## src/rtl/fetch_stage_if.sv

```systemverilog
// rtl/fetch_stage_if.sv - instruction memory request/response interface
interface fetch_stage_if #(
  parameter int DATA_WIDTH = 32
);
  logic                  req;
  logic [DATA_WIDTH-1:0] addr;
  logic                  gnt;
  logic                  rvalid;
  logic [DATA_WIDTH-1:0] rdata;

  modport master (
    output req,
    output addr,
    input  gnt,
    input  rvalid,
    input  rdata
  );

  modport slave (
    input  req,
    input  addr,
    output gnt,
    output rvalid,
    output rdata
  );
endinterface

```

## src/rtl/fetch_stage.sv

```systemverilog
// rtl/fetch_stage.sv - instruction fetch stage with single-outstanding imem access and IF/ID register
module fetch_stage #(
  parameter int                   DATA_WIDTH = 32,
  parameter logic [DATA_WIDTH-1:0] RESET_PC  = '0
) (
  input  logic                  clk,
  input  logic                  rst_n,
  input  logic                  pc_src_i,
  input  logic [DATA_WIDTH-1:0] pc_target_i,
  input  logic                  stall_d_i,
  input  logic                  flush_d_i,
  fetch_stage_if.master         imem,
  output logic [DATA_WIDTH-1:0] instr_d_o,
  output logic [DATA_WIDTH-1:0] pc_d_o,
  output logic [DATA_WIDTH-1:0] pc_plus4_d_o,
  output logic                  valid_d_o
);

  typedef enum logic [1:0] {
    S_REQ  = 2'd0,
    S_WAIT = 2'd1,
    S_HOLD = 2'd2
  } state_e;

  state_e                state_q, state_d;
  logic [DATA_WIDTH-1:0] pc_f_q, pc_f_d;
  logic [DATA_WIDTH-1:0] pc_if_q, pc_if_d;
  logic                  drop_q, drop_d;
  logic [DATA_WIDTH-1:0] buf_instr_q, buf_instr_d;
  logic [DATA_WIDTH-1:0] buf_pc_q, buf_pc_d;
  logic [DATA_WIDTH-1:0] instr_d_q, instr_d_d;
  logic [DATA_WIDTH-1:0] pc_d_q, pc_d_d;
  logic [DATA_WIDTH-1:0] pc_plus4_d_q, pc_plus4_d_d;
  logic                  valid_d_q, valid_d_d;

  logic                  new_vld;
  logic [DATA_WIDTH-1:0] new_instr;
  logic [DATA_WIDTH-1:0] new_pc;
  logic                  ifid_free;

  assign ifid_free = ~valid_d_q | ~stall_d_i;

  // A redirect cycle never issues a request, so the target is what gets fetched next.
  assign imem.req  = rst_n & (state_q == S_REQ) & ~pc_src_i;
  assign imem.addr = pc_f_q;

  always_comb begin
    state_d     = state_q;
    pc_f_d      = pc_f_q;
    pc_if_d     = pc_if_q;
    drop_d      = drop_q;
    buf_instr_d = buf_instr_q;
    buf_pc_d    = buf_pc_q;
    new_vld     = 1'b0;
    new_instr   = imem.rdata;
    new_pc      = pc_if_q;

    case (state_q)
      S_REQ: begin
        if (!pc_src_i && imem.gnt) begin
          pc_if_d = pc_f_q;
          pc_f_d  = pc_f_q + DATA_WIDTH'(4);
          state_d = S_WAIT;
        end
      end
      S_WAIT: begin
        if (imem.rvalid) begin
          state_d = S_REQ;
          if (drop_q || pc_src_i) begin
            drop_d = 1'b0;
          end else if (ifid_free) begin
            new_vld = 1'b1;
          end else begin
            buf_instr_d = imem.rdata;
            buf_pc_d    = pc_if_q;
            state_d     = S_HOLD;
          end
        end else if (pc_src_i) begin
          drop_d = 1'b1;
        end
      end
      S_HOLD: begin
        if (pc_src_i) begin
          state_d = S_REQ;
        end else if (!stall_d_i) begin
          new_vld   = 1'b1;
          new_instr = buf_instr_q;
          new_pc    = buf_pc_q;
          state_d   = S_REQ;
        end
      end
      default: state_d = S_REQ;
    endcase

    if (pc_src_i) begin
      pc_f_d = pc_target_i;
    end
  end

  always_comb begin
    instr_d_d    = instr_d_q;
    pc_d_d       = pc_d_q;
    pc_plus4_d_d = pc_plus4_d_q;
    valid_d_d    = valid_d_q;
    if (pc_src_i || flush_d_i) begin
      valid_d_d = 1'b0;
    end else if (!(stall_d_i && valid_d_q)) begin
      if (new_vld) begin
        instr_d_d    = new_instr;
        pc_d_d       = new_pc;
        pc_plus4_d_d = new_pc + DATA_WIDTH'(4);
        valid_d_d    = 1'b1;
      end else begin
        valid_d_d = 1'b0;
      end
    end
  end

  always_ff @(posedge clk or negedge rst_n) begin
    if (!rst_n) begin
      state_q      <= S_REQ;
      pc_f_q       <= RESET_PC;
      pc_if_q      <= '0;
      drop_q       <= 1'b0;
      buf_instr_q  <= '0;
      buf_pc_q     <= '0;
      instr_d_q    <= '0;
      pc_d_q       <= '0;
      pc_plus4_d_q <= '0;
      valid_d_q    <= 1'b0;
    end else begin
      state_q      <= state_d;
      pc_f_q       <= pc_f_d;
      pc_if_q      <= pc_if_d;
      drop_q       <= drop_d;
      buf_instr_q  <= buf_instr_d;
      buf_pc_q     <= buf_pc_d;
      instr_d_q    <= instr_d_d;
      pc_d_q       <= pc_d_d;
      pc_plus4_d_q <= pc_plus4_d_d;
      valid_d_q    <= valid_d_d;
    end
  end

  assign instr_d_o    = instr_d_q;
  assign pc_d_o       = pc_d_q;
  assign pc_plus4_d_o = pc_plus4_d_q;
  assign valid_d_o    = valid_d_q;

endmodule

```

## src/flat_wrapper.sv

```systemverilog
// flat-port wrapper written by rule: the top's interface ports become plain ports
module fetch_stage_flat 
#(
  parameter int                   DATA_WIDTH = 32,
  parameter logic [DATA_WIDTH-1:0] RESET_PC  = '0
)
  (clk, rst_n, pc_src_i, pc_target_i, stall_d_i, flush_d_i, instr_d_o, pc_d_o, pc_plus4_d_o, valid_d_o, imem_req, imem_addr, imem_gnt, imem_rvalid, imem_rdata);
  fetch_stage_if #(.DATA_WIDTH(DATA_WIDTH)) imem_i ();
  input  logic clk;
  input  logic rst_n;
  input  logic pc_src_i;
  input  logic [DATA_WIDTH-1:0] pc_target_i;
  input  logic stall_d_i;
  input  logic flush_d_i;
  output logic [DATA_WIDTH-1:0] instr_d_o;
  output logic [DATA_WIDTH-1:0] pc_d_o;
  output logic [DATA_WIDTH-1:0] pc_plus4_d_o;
  output logic valid_d_o;
  output wire logic [$bits(imem_i.req)-1:0] imem_req;
  output wire logic [$bits(imem_i.addr)-1:0] imem_addr;
  input wire logic [$bits(imem_i.gnt)-1:0] imem_gnt;
  input wire logic [$bits(imem_i.rvalid)-1:0] imem_rvalid;
  input wire logic [$bits(imem_i.rdata)-1:0] imem_rdata;
  assign imem_req = imem_i.req;
  assign imem_addr = imem_i.addr;
  assign imem_i.gnt = imem_gnt;
  assign imem_i.rvalid = imem_rvalid;
  assign imem_i.rdata = imem_rdata;
  fetch_stage #(.DATA_WIDTH(DATA_WIDTH), .RESET_PC(RESET_PC)) u_core (.clk(clk), .rst_n(rst_n), .pc_src_i(pc_src_i), .pc_target_i(pc_target_i), .stall_d_i(stall_d_i), .flush_d_i(flush_d_i), .imem(imem_i), .instr_d_o(instr_d_o), .pc_d_o(pc_d_o), .pc_plus4_d_o(pc_plus4_d_o), .valid_d_o(valid_d_o));
endmodule
```

## config.mk

```make
export PLATFORM = sky130hd
export DESIGN_NAME = fetch_stage_flat
export DESIGN_NICKNAME = d
export VERILOG_FILES = /design/src/rtl/fetch_stage_if.sv /design/src/rtl/fetch_stage.sv /design/src/flat_wrapper.sv
export SDC_FILE = /design/constraint.sdc
export NUM_CORES = 1
export LEC_CHECK = 0
export BUFFER_PORTS_ARGS = -buffer_cell sky130_fd_sc_hd__buf_2
export CORE_UTILIZATION = 30
export CTS_CLUSTER_DIAMETER = 120
export DETAILED_ROUTE_END_ITERATION = 10
export GPL_ROUTABILITY_DRIVEN = 0
export GPL_TIMING_DRIVEN = 0
export MAX_ROUTING_LAYER = met4
export PLACE_DENSITY_LB_ADDON = 0.05
export SYNTH_ARGS = -nofsm -noshare
export SYNTH_HDL_FRONTEND = slang
export SYNTH_SLANG_ARGS = --single-unit
```

## constraint.sdc

```tcl
create_clock -name clk -period 7.4 [get_ports clk]
set_clock_uncertainty 0.1 [all_clocks]
set_input_delay 0.74 -clock clk [delete_from_list [all_inputs] [get_ports clk]]
set_output_delay 0.74 -clock clk [all_outputs]
set_load 0.02 [all_outputs]
```

# ---- Yosys cells after proc, flatten, opt, wreduce, memory -nomap -nowiden
# Index checks and enable logic that the tools add are counted.
# Widths: inputs -> output; s select.
dict set report word_totals {
  register_bits 228
  input_bits 71
  word_cells 72
}
dict set report op_classes {
  add_sub_neg 2
  eq_ne 7
  n_mux 28
  n_bitwise 10
  reduce_logical 15
}
# op count
set op_table {}
lappend op_table {{$mux 32} 9}
lappend op_table {{$add 32x3->32 const B} 2}
lappend op_table {{$mux 2} 6}
lappend op_table {{$mux 1} 11}
lappend op_table {{$reduce_and 3->1} 3}
lappend op_table {{$not 1->1} 7}
lappend op_table {{$pmux 2 s3} 1}
lappend op_table {{$reduce_bool 2->1} 3}
lappend op_table {{$ne 2x1->1 const B} 2}
lappend op_table {{$ne 2x2->1 const B} 2}
lappend op_table {{$reduce_and 2->1} 2}
lappend op_table {{$reduce_and 4->1} 1}
lappend op_table {{$ne 3x3->1 const B} 1}
lappend op_table {{$and 1x1->1} 2}
lappend op_table {{$eq 2x1->1 const B} 1}
lappend op_table {{$eq 2x2->1 const B} 1}
lappend op_table {{$logic_and 1x1->1} 2}
lappend op_table {{$logic_not 2->1} 1}
lappend op_table {{$logic_or 1x1->1} 2}
lappend op_table {{$pmux 1 s2} 1}
lappend op_table {{$logic_not 1->1} 1}
lappend op_table {{$or 1x1->1} 1}

# ---- Depth between registers and ports, before layout
# Gate-level depths: netlist of the first run.
dict set report depth {
  ltp_word 9
  depth_mapped 15
  ltp_nobuf 11
}

# ---- Worst setup path before layout of the first run
# OpenSTA, ideal clock, no wires.
dict set report synth_timing {
  path_kind {input to register}
  start {input stall_d_i}
  end {register u_core.pc_plus4_d_q[28], in the netlist u_core.pc_plus4_d_o[28]}
  arrival_time_ns 3.732
  slack_ns 3.472
  path_stages 12
  path_buffers 3
  cell_sequence {nor3b_2 -> buf_2 -> clkbuf_1 -> clkbuf_1 -> nand2_1 -> nand2_1 -> ha_1 -> nand4_1 -> nor4_1 -> o21ai_2 -> o31a_1 -> o31ai_1}
}
dict set report synth_between {
  word_cells_on_any_way 15
  classes_between {add/sub: 1; mux: 9; bitwise: 3; reduce/logical: 2}
}
# item line
set synth_rtl {}
lappend synth_rtl {{from (decl)} flat_wrapper.sv:13} ;# input logic stall_d_i;
lappend synth_rtl {{$mux 32} fetch_stage.sv:85} ;# end else if (!stall_d_i) begin
lappend synth_rtl {{$mux 32} fetch_stage.sv:83} ;# if (pc_src_i) begin
lappend synth_rtl {{$mux 32} fetch_stage.sv:58} ;# case (state_q)
lappend synth_rtl {{net u_core.new_pc[2]} fetch_stage.sv:38} ;# logic [DATA_WIDTH-1:0] new_pc;
lappend synth_rtl {{$add 32x3->32} fetch_stage.sv:111} ;# pc_plus4_d_d = new_pc + DATA_WIDTH'(4);
lappend synth_rtl {{to (signal assigned)} fetch_stage.sv:140} ;# pc_plus4_d_q <= pc_plus4_d_d;
lappend synth_rtl {{to (decl)} fetch_stage.sv:33} ;# logic [DATA_WIDTH-1:0] pc_plus4_d_q, pc_plus4_d_d;
# The timed path passes the listed nets, and every way through them passes these cells.
# A chain may end at the register's enable or synchronous reset.

# ---- Worst setup path in the final report of the first run
dict set report layout_timing {
  start {register u_core.state_q[0]}
  end {register u_core.pc_plus4_d_q[24], in the netlist u_core.pc_plus4_d_o[24]}
}
dict set report layout_between {
  elab_chain_len 3
  word_cells_on_any_way 6
  classes_between {add/sub: 1; eq/ne: 2; mux: 2; reduce/logical: 1}
}
# item line
set layout_lines {}
lappend layout_lines {{from (decl)} fetch_stage.sv:25} ;# state_e state_q, state_d;
lappend layout_lines {{from (signal assigned)} fetch_stage.sv:132} ;# state_q <= state_d;
lappend layout_lines {{$eq 2x2->1} fetch_stage.sv:58}
lappend layout_lines {{$mux 32} fetch_stage.sv:58}
lappend layout_lines {{net u_core.new_pc[2]} fetch_stage.sv:38}
lappend layout_lines {{$add 32x3->32} fetch_stage.sv:111}
# The timed path passes the listed nets, and every way through them passes these cells.

==> out/qor.tcl, run 1 <==
set qor(status) {finished, violations left}
set qor(failed_checks) {DRC}
set qor(max_stage_delay_ps) 920
set qor(tightest_slew_ps) 1170
set qor(cts-htree-levels) 1
set qor(max_freq_mhz) 188
set qor(dr.first_iter.drc_count) 376
set qor(place.detailed.hpwl_um) 23000
set qor(route.detailed.vias_per_inst) 4.78
set qor(postSynth.topFlopCell) {dfrtp_1}
set qor(syn_to_final_growth_pct) 24.3
set qor(cts_num_sinks) 226
set qor(ff_latch_area_um2) 5660
set qor(clkSlewWorstSetupHoldPaths_ps) 60
set qor(final_number_of_setup_violating_endpoints) 0
set qor(grt_setup_unrepaired) {no}
set qor(drt-pass1-iter-count) 7
set qor(synth-seq-area-share) 0.538
set qor(grt_first_pass_wirelength_um) 49000
set qor(mappedNetlistNets) 1081
set qor(setup_cp_type) {reg2reg}
set qor(groute.layer.met3.usage) 0.0297
set qor(finalMaxSlewViolations) 0
set qor(top_usage_layer) {met1}
set qor(cp_data_arrival_time_ps) 5630
set qor(groute.layer.met2.usage) 0.250
set qor(layout_common_cells) {dfrtp_1 (226), buf_2 (204), nand2_1 (200), mux2_2 (101), o21ai_0 (76)}
set qor(drive_gt1_frac) 0.290
set qor(synth_register_bits) 226
set qor(critPathLaunchType) {register}
set qor(die_h_um) 189
set qor(route.antenna.remaining_nets) 0
set qor(final.period_utilization) 0.718
set qor(grt_antenna_before_repair) 1
set qor(placementRows) 68
set qor(gate_count_after_technology_mapping) 1005
set qor(maximum_number_of_pins_on_one_net_before_global_route_repair) 111
set qor(port_buffers) 200
set qor(tritoncts.num_buffers) 29
set qor(use_met1) 0.274
set qor(final_instance_area_um2) 13100
set qor(longest_clk_path_bufs) 3
set qor(tritoncts) {yes}
set qor(slew-limit-headroom) 0.215
set qor(final.min_clock_period_ps) 5320
set qor(synth.lib_cells_used.distinct) 51
set qor(layout.nets) 1315
set qor(dr_total_vias) 8201
set qor(timing_hold_violations_final) 0
set qor(layoutNonFillerInstCount) 1716
set qor(setup_tns_ps) 0
set qor(critical-path-top-delay-family) {simple AND/OR/NAND/NOR gates}
set qor(power_mw) 4.58
set qor(detail_route.drc_violations) 1
set qor(synth-edff-count) 0
set qor(critical_path.slowest_cell) {nor4_1}
set qor(clk-insertion-delay-late_ps) 540
set qor(floorplan.initialDensity) 0.304
set qor(total_leakage_power_nw) 6.19
set qor(routed_wl_um) 31500
set qor(fill_cells) 3675
set qor(synth_async_sr_flop_share) 1.00
set qor(placeableCoreArea_um2) 34500
set qor(finalHoldWorstSlack_ps) 302
set qor(wl_per_cell_um) 18.4
set qor(reg2regPathDepth) 14
set qor(hold_path_class) {in2reg}
set qor(cp_num_cells) 14
set qor(boundaryPins) 201
set qor(synth_warnings) 0
set qor(cp_data_required_time_ps) 7710
set qor(cp_num_buf_inv) 4
set qor(vdd.ir_drop.worst_uv) 162
set qor(worstSetupEndpointType) {register}
set qor(fp.dieArea_um2) 35800
set qor(multi_input_area_um2) 4570
set qor(synth_area_um2) 10500
set qor(grt_pass1_vias) 8047
set qor(critPathMaxFanout) 10
set qor(max_cap_viol_count) 0
set qor(dp.cells) 1662
set qor(power-per-cell-area_nw_per_um2) 350
set qor(timing.critical_path.cells) {inv_1 -> ha_1 -> nor3b_2 -> buf_2 -> clkbuf_1 -> clkbuf_1 -> nand2_1 -> nand2_1 -> ha_1 -> nand4_1 -> nor4_1 -> o221ai_1 -> xnor2_1 -> o21ai_0}
set qor(layout.cells.most_common) {dfrtp_1}
set qor(global_route.usage.total) 0.181
set qor(die_w_um) 189
set qor(postSynthAreaPerCell_um2) 10.5
set qor(hold_depth) 3
set qor(root_buffer) {clkbuf_16}
set qor(placement_cell_area_um2) 12100
set qor(grt_remaining_overflow) 0
[final timing paths]
check                                                    from                                  end  slack [ps]
worst max-delay path            u_core.state_q[0]$_DFFE_PN0P_  u_core.pc_plus4_d_o[24]$_DFFE_PN0P_        2080
worst min-delay path                          pc_target_i[17]     u_core.imem.addr[17]$_DFFE_PN0P_         300
worst max register to register  u_core.state_q[0]$_DFFE_PN0P_  u_core.pc_plus4_d_o[24]$_DFFE_PN0P_        2080
worst min register to register   u_core.pc_d_o[3]$_DFFE_PN0P_         u_core.pc_d_o[3]$_DFFE_PN0P_         370
max in group asynchronous                               rst_n      u_core.buf_pc_q[13]$_DFFE_PN0P_        5700
min in group asynchronous                               rst_n      u_core.instr_d_o[6]$_DFFE_PN0P_         580
[worst min-delay path, delay by kind of cell]
| kind | cells | cell delay [ps] |
|---|---|---|
| AND/OR/NAND/NOR | 1 | 40 |
| AO/OA/AOI/OAI | 1 | 50 |
| buffers and inverters | 1 | 70 |
[registers in the layout (all words and copies together), names as in the netlist]
register and cells:
u_core.buf_instr_q 32, u_core.buf_pc_q 32, u_core.drop_q 1, u_core.imem.addr 32, u_core.instr_d_o 32, u_core.pc_d_o 30, u_core.pc_if_q 32, u_core.pc_plus4_d_o 32
u_core.state_q 2, u_core.valid_d_o 1
[power by group]
group / internal, mW / switching (mW) / leakage (nW)
Combinational: 0.519 / 0.804 / 2.83
Clock: 0.803 / 0.547 / 0.457
Sequential: 1.59 / 0.316 / 2.91
Total: 2.91 / 1.67 / 6.19
[cells by family (layout without fill, tap and decap cells)]
family | count (synthesis) | count (layout) | synth area share
AND/OR/NAND/NOR | 359 | 359 | 0.153
multiplexers | 135 | 135 | 0.141
other | 0 | 1 | 0
adder cells (fa/ha/maj) | 5 | 5 | 0.00595
flip-flops | 226 | 226 | 0.538
XOR/XNOR | 45 | 45 | 0.0375
AO/OA/AOI/OAI | 166 | 166 | 0.0979
buffers and inverters | 69 | 324 | 0.0274
[through the flow]
| stage | util | worst slack, ps |
|---|---|---|
| final | 0.378 | 2080 |
| after CTS | 0.378 | 2120 |
| after global placement | 0.350 | 997 |
| after global routing | 0.378 | 1620 |
| after floorplan | - | 3470 |
| after detailed placement | 0.352 | 1900 |
[metal layers]
layer,up-vias,share of wire
met2,195,0.41
met3,43,0.048
li1,4025,-
met5,-,0
met1,3938,0.52
met4,0,0.019
[repair_timing]
item	CTS	global route
gates resized for setup	0	0
endpoints found under the hold margin	33	0
setup endpoints to repair	0	0
setup buffers	0	0
hold buffers	1	0
[synth_stat cells (5+ instances only)]
| cell type | count | share of area |
|---|---|---|
| o21a_1 | 5 | 0.0036 |
| o21ai_0 | 76 | 0.036 |
| ha_1 | 5 | 0.0060 |
| o31a_1 | 5 | 0.0042 |
| mux2i_1 | 34 | 0.032 |
| nand3_1 | 30 | 0.014 |
| clkbuf_1 | 44 | 0.016 |
| buf_2 | 5 | 0.0024 |
| a31oi_1 | 39 | 0.023 |
| nor3_1 | 14 | 0.0067 |
| o2111ai_1 | 5 | 0.0042 |
| buf_1 | 11 | 0.0039 |
| dfrtp_1 | 226 | 0.54 |
| and3_1 | 11 | 0.0065 |
| nor2_1 | 58 | 0.021 |
| nand4_1 | 14 | 0.0083 |
| mux2_2 | 101 | 0.11 |
| xor2_1 | 14 | 0.012 |
| nor4_1 | 19 | 0.011 |
| a21oi_1 | 6 | 0.0029 |
| inv_1 | 5 | 0.0018 |
| xnor2_1 | 31 | 0.026 |
| o31ai_1 | 10 | 0.0071 |
| nand2_1 | 200 | 0.071 |
[cell type report]
cell class / instances / area share
Antenna cell: 1 / 0.000191
Buffer: 64 / 0.0206
Clock buffer: 41 / 0.0628
Clock inverter: 11 / 0.00689
Inverter: 5 / 0.00144
Multi-Input combinational cell: 710 / 0.349
Sequential cell: 226 / 0.433
Tap cell: 455 / 0.0436
Timing Repair Buffer: 203 / 0.0823
Power figures use the tool's default switching activity.
==> run 2, diff against run 1 <==
==> constraint.sdc (replaced) <==
create_clock -name clk -period 4.9 [get_ports clk]
set_clock_uncertainty 0.1 [all_clocks]
set_input_delay 0.49 -clock clk [delete_from_list [all_inputs] [get_ports clk]]
set_output_delay 0.49 -clock clk [all_outputs]
set_load 0.02 [all_outputs]
==> out/qor.tcl, run 2 (same netlist as run 1, synthesis figures left out) <==
set qor(grt_setup_unrepaired) {no}
set qor(routed_wl_um) 31500
set qor(tritoncts) {yes}
set qor(global_route.usage.total) 0.181
set qor(grt_remaining_overflow) 0
set qor(critPathLaunchType) {register}
set qor(max_freq_mhz) 225
set qor(drive_gt1_frac) 0.291
set qor(grt_first_pass_wirelength_um) 49000
set qor(layout_common_cells) {dfrtp_1 (226), buf_2 (204), nand2_1 (200), mux2_2 (101), o21ai_0 (76)}
set qor(timing.reg2reg.setup_slack_ps) 450
set qor(cp_data_required_time_ps) 5250
set qor(slew-limit-headroom) 0.482
set qor(groute.layer.met3.usage) 0.0297
set qor(cp_data_arrival_time_ps) 4800
set qor(root_buffer) {clkbuf_16}
set qor(power-per-cell-area_nw_per_um2) 529
set qor(placeableCoreArea_um2) 34500
set qor(critPathMaxFanout) 19
set qor(timing_hold_violations_final) 0
set qor(failed_checks) {DRC}
set qor(grt_pass1_vias) 8034
set qor(use_met1) 0.273
set qor(final.min_clock_period_ps) 4450
set qor(cts_num_sinks) 226
set qor(route.antenna.remaining_nets) 0
set qor(status) {finished, violations left}
set qor(clk-insertion-delay-late_ps) 540
set qor(clkSlewWorstSetupHoldPaths_ps) 60
set qor(fill_cells) 3674
set qor(final.setup.worst_slack_ps) 454
set qor(layout.cells.most_common) {dfrtp_1}
set qor(die_w_um) 189
set qor(boundaryPins) 201
set qor(dp.cells) 1662
set qor(dr_total_vias) 8195
set qor(port_buffers) 200
set qor(layout.nets) 1314
set qor(longest_clk_path_bufs) 3
set qor(setup_tns_ps) 0
set qor(placementRows) 68
set qor(floorplan.initialDensity) 0.304
set qor(route.detailed.vias_per_inst) 4.78
set qor(tritoncts.num_buffers) 29
set qor(die_h_um) 189
set qor(final_core_utilization) 0.378
set qor(total_leakage_power_nw) 6.19
set qor(cts-htree-levels) 1
set qor(maximum_number_of_pins_on_one_net_before_global_route_repair) 111
set qor(place.detailed.hpwl_um) 23000
set qor(hold_path_class) {in2reg}
set qor(top_usage_layer) {met1}
set qor(detail_route.drc_violations) 1
set qor(final_number_of_setup_violating_endpoints) 0
set qor(fp.dieArea_um2) 35800
set qor(wl_per_cell_um) 18.4
set qor(max_stage_delay_ps) 580
set qor(final.period_utilization) 0.907
set qor(syn_to_final_growth_pct) 24.4
set qor(setup_cp_type) {reg2reg}
set qor(tightest_slew_ps) 777
set qor(layoutNonFillerInstCount) 1715
set qor(ff_latch_area_um2) 5660
set qor(timing.critical_path.cells) {inv_1 -> ha_1 -> nor3b_2 -> buf_2 -> clkbuf_1 -> nand2_1 -> nand2_1 -> ha_1 -> nand4_1 -> nor4_2 -> o21ai_2 -> o31a_1 -> o31ai_1}
set qor(worstSetupEndpointType) {register}
set qor(dpl_worst_slack_ps) -347
set qor(max_cap_viol_count) 0
set qor(grt_antenna_before_repair) 1
set qor(vdd.ir_drop.worst_uv) 245
set qor(finalMaxSlewViolations) 0
set qor(critical_path.slowest_cell) {nor3b_2}
set qor(postCtsSetupBuffers) 0
set qor(groute.layer.met2.usage) 0.250
set qor(drt-pass1-iter-count) 7
set qor(dr.first_iter.drc_count) 359
set qor(multi_input_area_um2) 4570
-- run 2: final cells by class --
cell class | instances | area share
Sequential cell | 226 | 0.433
Multi-Input combinational cell | 710 | 0.350
Timing Repair Buffer | 203 | 0.0823
Clock buffer | 41 | 0.0628
Tap cell | 455 | 0.0436
Buffer | 63 | 0.0203
Clock inverter | 11 | 0.00689
Inverter | 5 | 0.00144
Antenna cell | 1 | 0.000191
-- run 2: layer usage --
| metal | vias up | wire length [µm] |
|---|---|---|
| met2 | 192 | 12900 |
| met4 | 0 | 544 |
| met1 | 3943 | 16500 |
| met3 | 41 | 1530 |
| met5 | - | 0 |
| li1 | 4019 | - |
-- run 2: critical path, delay by kind of cell (launching register included) --
| kind | cells | cell delay, ps |
|---|---|---|
| and+or+nand+nor | 5 | 1550 |
| buffers and inverters | 3 | 1080 |
| AOI/OAI and AO/OA | 3 | 800 |
| adders and majority gates | 2 | 440 |
| DFF | 1 | 390 |
-- run 2: worst paths after layout --
| path | start | end | cells after the start |
|---|---|---|---|
| max reg2reg | u_core.state_q[0]$_DFFE_PN0P_ | u_core.pc_plus4_d_o[22]$_DFFE_PN0P_ | 13 |
| min reg2reg | u_core.pc_d_o[3]$_DFFE_PN0P_ | u_core.pc_d_o[3]$_DFFE_PN0P_ | 2 |
| min | flush_d_i | u_core.valid_d_o$_DFFE_PN0P_ | 2 |
| max in group asynchronous | rst_n | u_core.buf_pc_q[13]$_DFFE_PN0P_ | 3 |
| max | u_core.state_q[0]$_DFFE_PN0P_ | u_core.pc_plus4_d_o[22]$_DFFE_PN0P_ | 13 |
| min in group asynchronous | rst_n | u_core.instr_d_o[6]$_DFFE_PN0P_ | 2 |
-- run 2: metrics by stage --
stage	total power [mW]	hold WS [ps]	cell area, µm²
after floorplan	4.06	94.4	10500
after global placement	4.91	359	12100
after detailed placement	4.94	290	12100
after CTS	7.03	26.4	13100
after global routing	7.35	37.6	13100
final	6.92	54.6	13100
-- run 2: timing repair --
action / CTS / global route
hold buffers: 1 / 0
hold endpoints to repair: 33 / 0
resized for setup: 1 / 0
endpoints found under the setup margin: 10 / 0
-- run 2: where the power goes --
group / total [mW] / internal [mW] / switching, mW
Clock: 2.04 / 1.21 / 0.827
Combinational: 2.00 / 0.783 / 1.22
Sequential: 2.88 / 2.40 / 0.477
==> run 3, diff against run 2 <==
--- a/config.mk
+++ b/config.mk
@@ -5,6 +5,7 @@
 export SDC_FILE = /design/constraint.sdc
 export NUM_CORES = 1
 export LEC_CHECK = 0
+export ABC_AREA = 1
 export BUFFER_PORTS_ARGS = -buffer_cell sky130_fd_sc_hd__buf_2
 export CORE_UTILIZATION = 30
 export CTS_CLUSTER_DIAMETER = 120
==> out/qor.tcl, run 3 <==
set qor(status) {complete, no violations}
set qor(boundaryPins) 201
set qor(grt_first_pass_wirelength_um) 58400
set qor(cp_data_required_time_ps) 4310
set qor(vdd.ir_drop.worst_uv) 282
set qor(route.detailed.vias_per_inst) 4.67
set qor(finalMaxSlewViolations) 0
set qor(postCtsSetupBuffers) 0
set qor(wl_per_cell_um) 17.8
set qor(cts_num_sinks) 226
set qor(cp_data_arrival_time_ps) 2220
set qor(drive_gt1_frac) 0.232
set qor(critical_path.slowest_cell) {dlygate4sd3_1}
set qor(top_count_cell_post_synth) {nand2_1}
set qor(final_number_of_setup_violating_endpoints) 0
set qor(mappedNetlistNets) 1447
set qor(share_of_total_power_in_sequential_cells) 0.372
set qor(total_leakage_power_nw) 6.98
set qor(synth-seq-area-share) 0.506
set qor(post_synth_fa_ha_maj_area_fraction) 0.00559
set qor(xor_xnor_share_of_the_synthesized_area) 0.0102
set qor(timing_hold_violations_final) 0
set qor(fill_cells) 3878
set qor(syn_to_final_growth_pct) 24.3
set qor(switchingPower_mw) 2.91
set qor(synth.area.top_cells) {dfrtp_1 (51%), nand2_1 (14%), o21ai_0 (6.2%)}
set qor(synth_simple_gate_area_share) 0.289
set qor(layout.cells.most_common) {nand2_1}
set qor(port_buffers) 199
set qor(synth_area_um2) 11200
set qor(setup_cp_type) {in2out}
set qor(postSynthAreaPerCell_um2) 8.16
set qor(worstSetupEndpointType) {primary output}
set qor(slew-limit-headroom) 0.500
set qor(synth.lib_cells_used.distinct) 42
set qor(tritoncts) {yes}
set qor(fp.dieArea_um2) 38100
set qor(tightest_slew_ps) 749
set qor(synth_async_sr_flop_share) 1.00
set qor(max_stage_delay_ps) 560
set qor(synth_top_family_by_area) {simple AND/OR/NAND/NOR gates}
set qor(power-per-cell-area_nw_per_um2) 549
set qor(dr_total_vias) 9787
set qor(grt_antenna_before_repair) 2
set qor(longest_clk_path_bufs) 3
set qor(netSwitchingFraction) 0.382
set qor(power.internal_mw) 4.72
set qor(route.antenna.remaining_nets) 0
set qor(postSynth.topFlopCell) {dfrtp_1}
set qor(final.min_clock_period_ps) 2810
set qor(place.detailed.hpwl_um) 28000
set qor(yosys.area.top_type_share) 0.506
set qor(gate_count_after_technology_mapping) 1371
set qor(drt-pass1-iter-count) 4
set qor(clk-insertion-delay-late_ps) 550
set qor(layout_common_cells) {nand2_1 (403), dfrtp_1 (226), buf_2 (214), o21ai_0 (139), nor2_1 (122)}
set qor(setup_tns_ps) 0
set qor(synthesized_area_fraction_occupied_by_ao_oa_aoi_and_oai_cells) 0.0970
set qor(clkSlewWorstSetupHoldPaths_ps) 60
set qor(detail_route.drc_violations) 0
set qor(max_freq_mhz) 356
set qor(root_buffer) {clkbuf_16}
set qor(maximum_number_of_pins_on_one_net_before_global_route_repair) 107
set qor(die_h_um) 195
set qor(post_synth_mux_area_share) 0.0191
set qor(placementRows) 70
set qor(hold_path_class) {in2reg}
set qor(placeableCoreArea_um2) 36600
set qor(timing.critical_path.cells) {dlygate4sd3_1 -> buf_8 -> buf_16 -> nand2_1 -> nor2_1 -> buf_2}
set qor(layout.nets) 1679
set qor(power.combinational.fraction) 0.323
set qor(global_route.usage.total) 0.204
set qor(post_cts_resize_count) 0
set qor(floorplan.initialDensity) 0.306
set qor(power_mw) 7.63
set qor(die_w_um) 195
set qor(cell_taking_the_most_area_after_synthesis) {dfrtp_1}
set qor(cts-htree-levels) 1
set qor(final.period_utilization) 0.573
set qor(synth-edff-count) 0
set qor(routed_wl_um) 37300
set qor(critPathMaxFanout) 88
set qor(grt_pass1_vias) 9792
set qor(max_cap_viol_count) 0
set qor(dr.first_iter.drc_count) 567
set qor(synth_warnings) 0
set qor(tritoncts.num_buffers) 28
set qor(clkPwrFrac) 0.306
set qor(synth_register_bits) 226
set qor(critPathLaunchType) {input pin}
set qor(grt_setup_unrepaired) {no}
set qor(grt_remaining_overflow) 0
set qor(post_synth_most_frequent_cells) {nand2_1 (403), dfrtp_1 (226), o21ai_0 (139)}
-- run 3: cell types whose count changed after synthesis, moves of 15 or more --
| cell | previous run | this run |
|---|---|---|
| nand2_2 | 0 | 24 |
| xnor2_1 | 31 | 2 |
| mux2_2 | 101 | 19 |
| nor2_1 | 58 | 122 |
| nor4_1 | 19 | 3 |
| nand2_1 | 200 | 403 |
| o21ai_0 | 76 | 139 |
| inv_1 | 5 | 108 |
| mux2i_1 | 34 | 0 |
| nand3_1 | 30 | 99 |
| nor2_2 | 0 | 15 |
-- run 3: final cells by class --
class,instances,area [µm²],share of cell area
flip-flops and latches,226,5660,0.407
multi-input cells,960,4710,0.339
repair buffers,202,1070,0.0770
clock buffers,43,878,0.0632
well taps,468,586,0.0421
inverters,115,432,0.0311
plain buffers,70,390,0.0281
clock inverters,9,176,0.0127
diodes,2,5.00,0.000360
-- run 3: path summary, 6_finish.rpt --
check | slack, ps | depth (start not counted) | from | end
min in group asynchronous | 290 | 2 | rst_n | u_core.instr_d_o[6]$_DFFE_PN0P_
worst min-delay path | 60 | 3 | pc_target_i[2] | u_core.imem.addr[2]$_DFFE_PN0P_
worst max register to register | 2190 | 8 | u_core.state_q[0]$_DFFE_PN0P_ | u_core.pc_if_q[4]$_DFFE_PN0P_
worst min register to register | 370 | 2 | u_core.pc_plus4_d_o[22]$_DFFE_PN0P_ | u_core.pc_plus4_d_o[22]$_DFFE_PN0P_
max in group asynchronous | 3130 | 4 | rst_n | u_core.pc_if_q[30]$_DFFE_PN0P_
worst max-delay path | 2090 | 6 | rst_n | imem_req
-- run 3: power groups by stage --
stage / Combinational (mW) / Sequential, mW / Clock [mW]
after global placement: 2.46 / 2.87 / 0
after global routing: 2.73 / 2.92 / 2.46
final: 2.46 / 2.84 / 2.33
after detailed placement: 2.48 / 2.88 / 0
after floorplan: 1.06 / 3.30 / 0
after CTS: 2.49 / 2.84 / 2.40
-- run 3: critical path: cells and delay by family --
family | cells | cell delay, ps
buffers and inverters | 4 | 1400
AND/OR/NAND/NOR | 2 | 220
-- run 3: stage by stage --
step                      std cells  hold WS, ps  cell area, µm²  utilization  setup WS, ps
final                          2095         60.5           13900        0.380          2090
after floorplan                1371         94.4           11200            -          2730
after detailed placement       2040          280           12800        0.351          2160
after global placement         2038          360           12800        0.349         -1220
after CTS                      2093         35.7           13900        0.380          2040
after global routing           2095         49.9           13900        0.380          1880
-- run 3: per-layer routing --
metal | GRT usage | up-vias | routed length, µm
li1 | - | 4905 | -
met1 | 0.289 | 4610 | 18700
met2 | 0.312 | 226 | 16400
met3 | 0.0247 | 46 | 1480
met4 | 0.0443 | 0 | 772
met5 | - | - | 0
-- run 3: kinds of logic (layout without fill, tap and decap cells) --
| family | Yosys count | after routing |
|---|---|---|
| DFF | 226 | 226 |
| adders and majority gates | 5 | 5 |
| other | 0 | 2 |
| buffers and inverters | 185 | 439 |
| muxes | 19 | 19 |
| AOI/OAI and AO/OA | 196 | 196 |
| xor gates and xnor gates | 13 | 13 |
| and+or+nand+nor | 727 | 727 |
-- run 3: repair_timing --
action	4_1_cts	5_1_grt
hold buffers	1	0
endpoints found under the setup margin	0	0
hold endpoints to repair	34	0
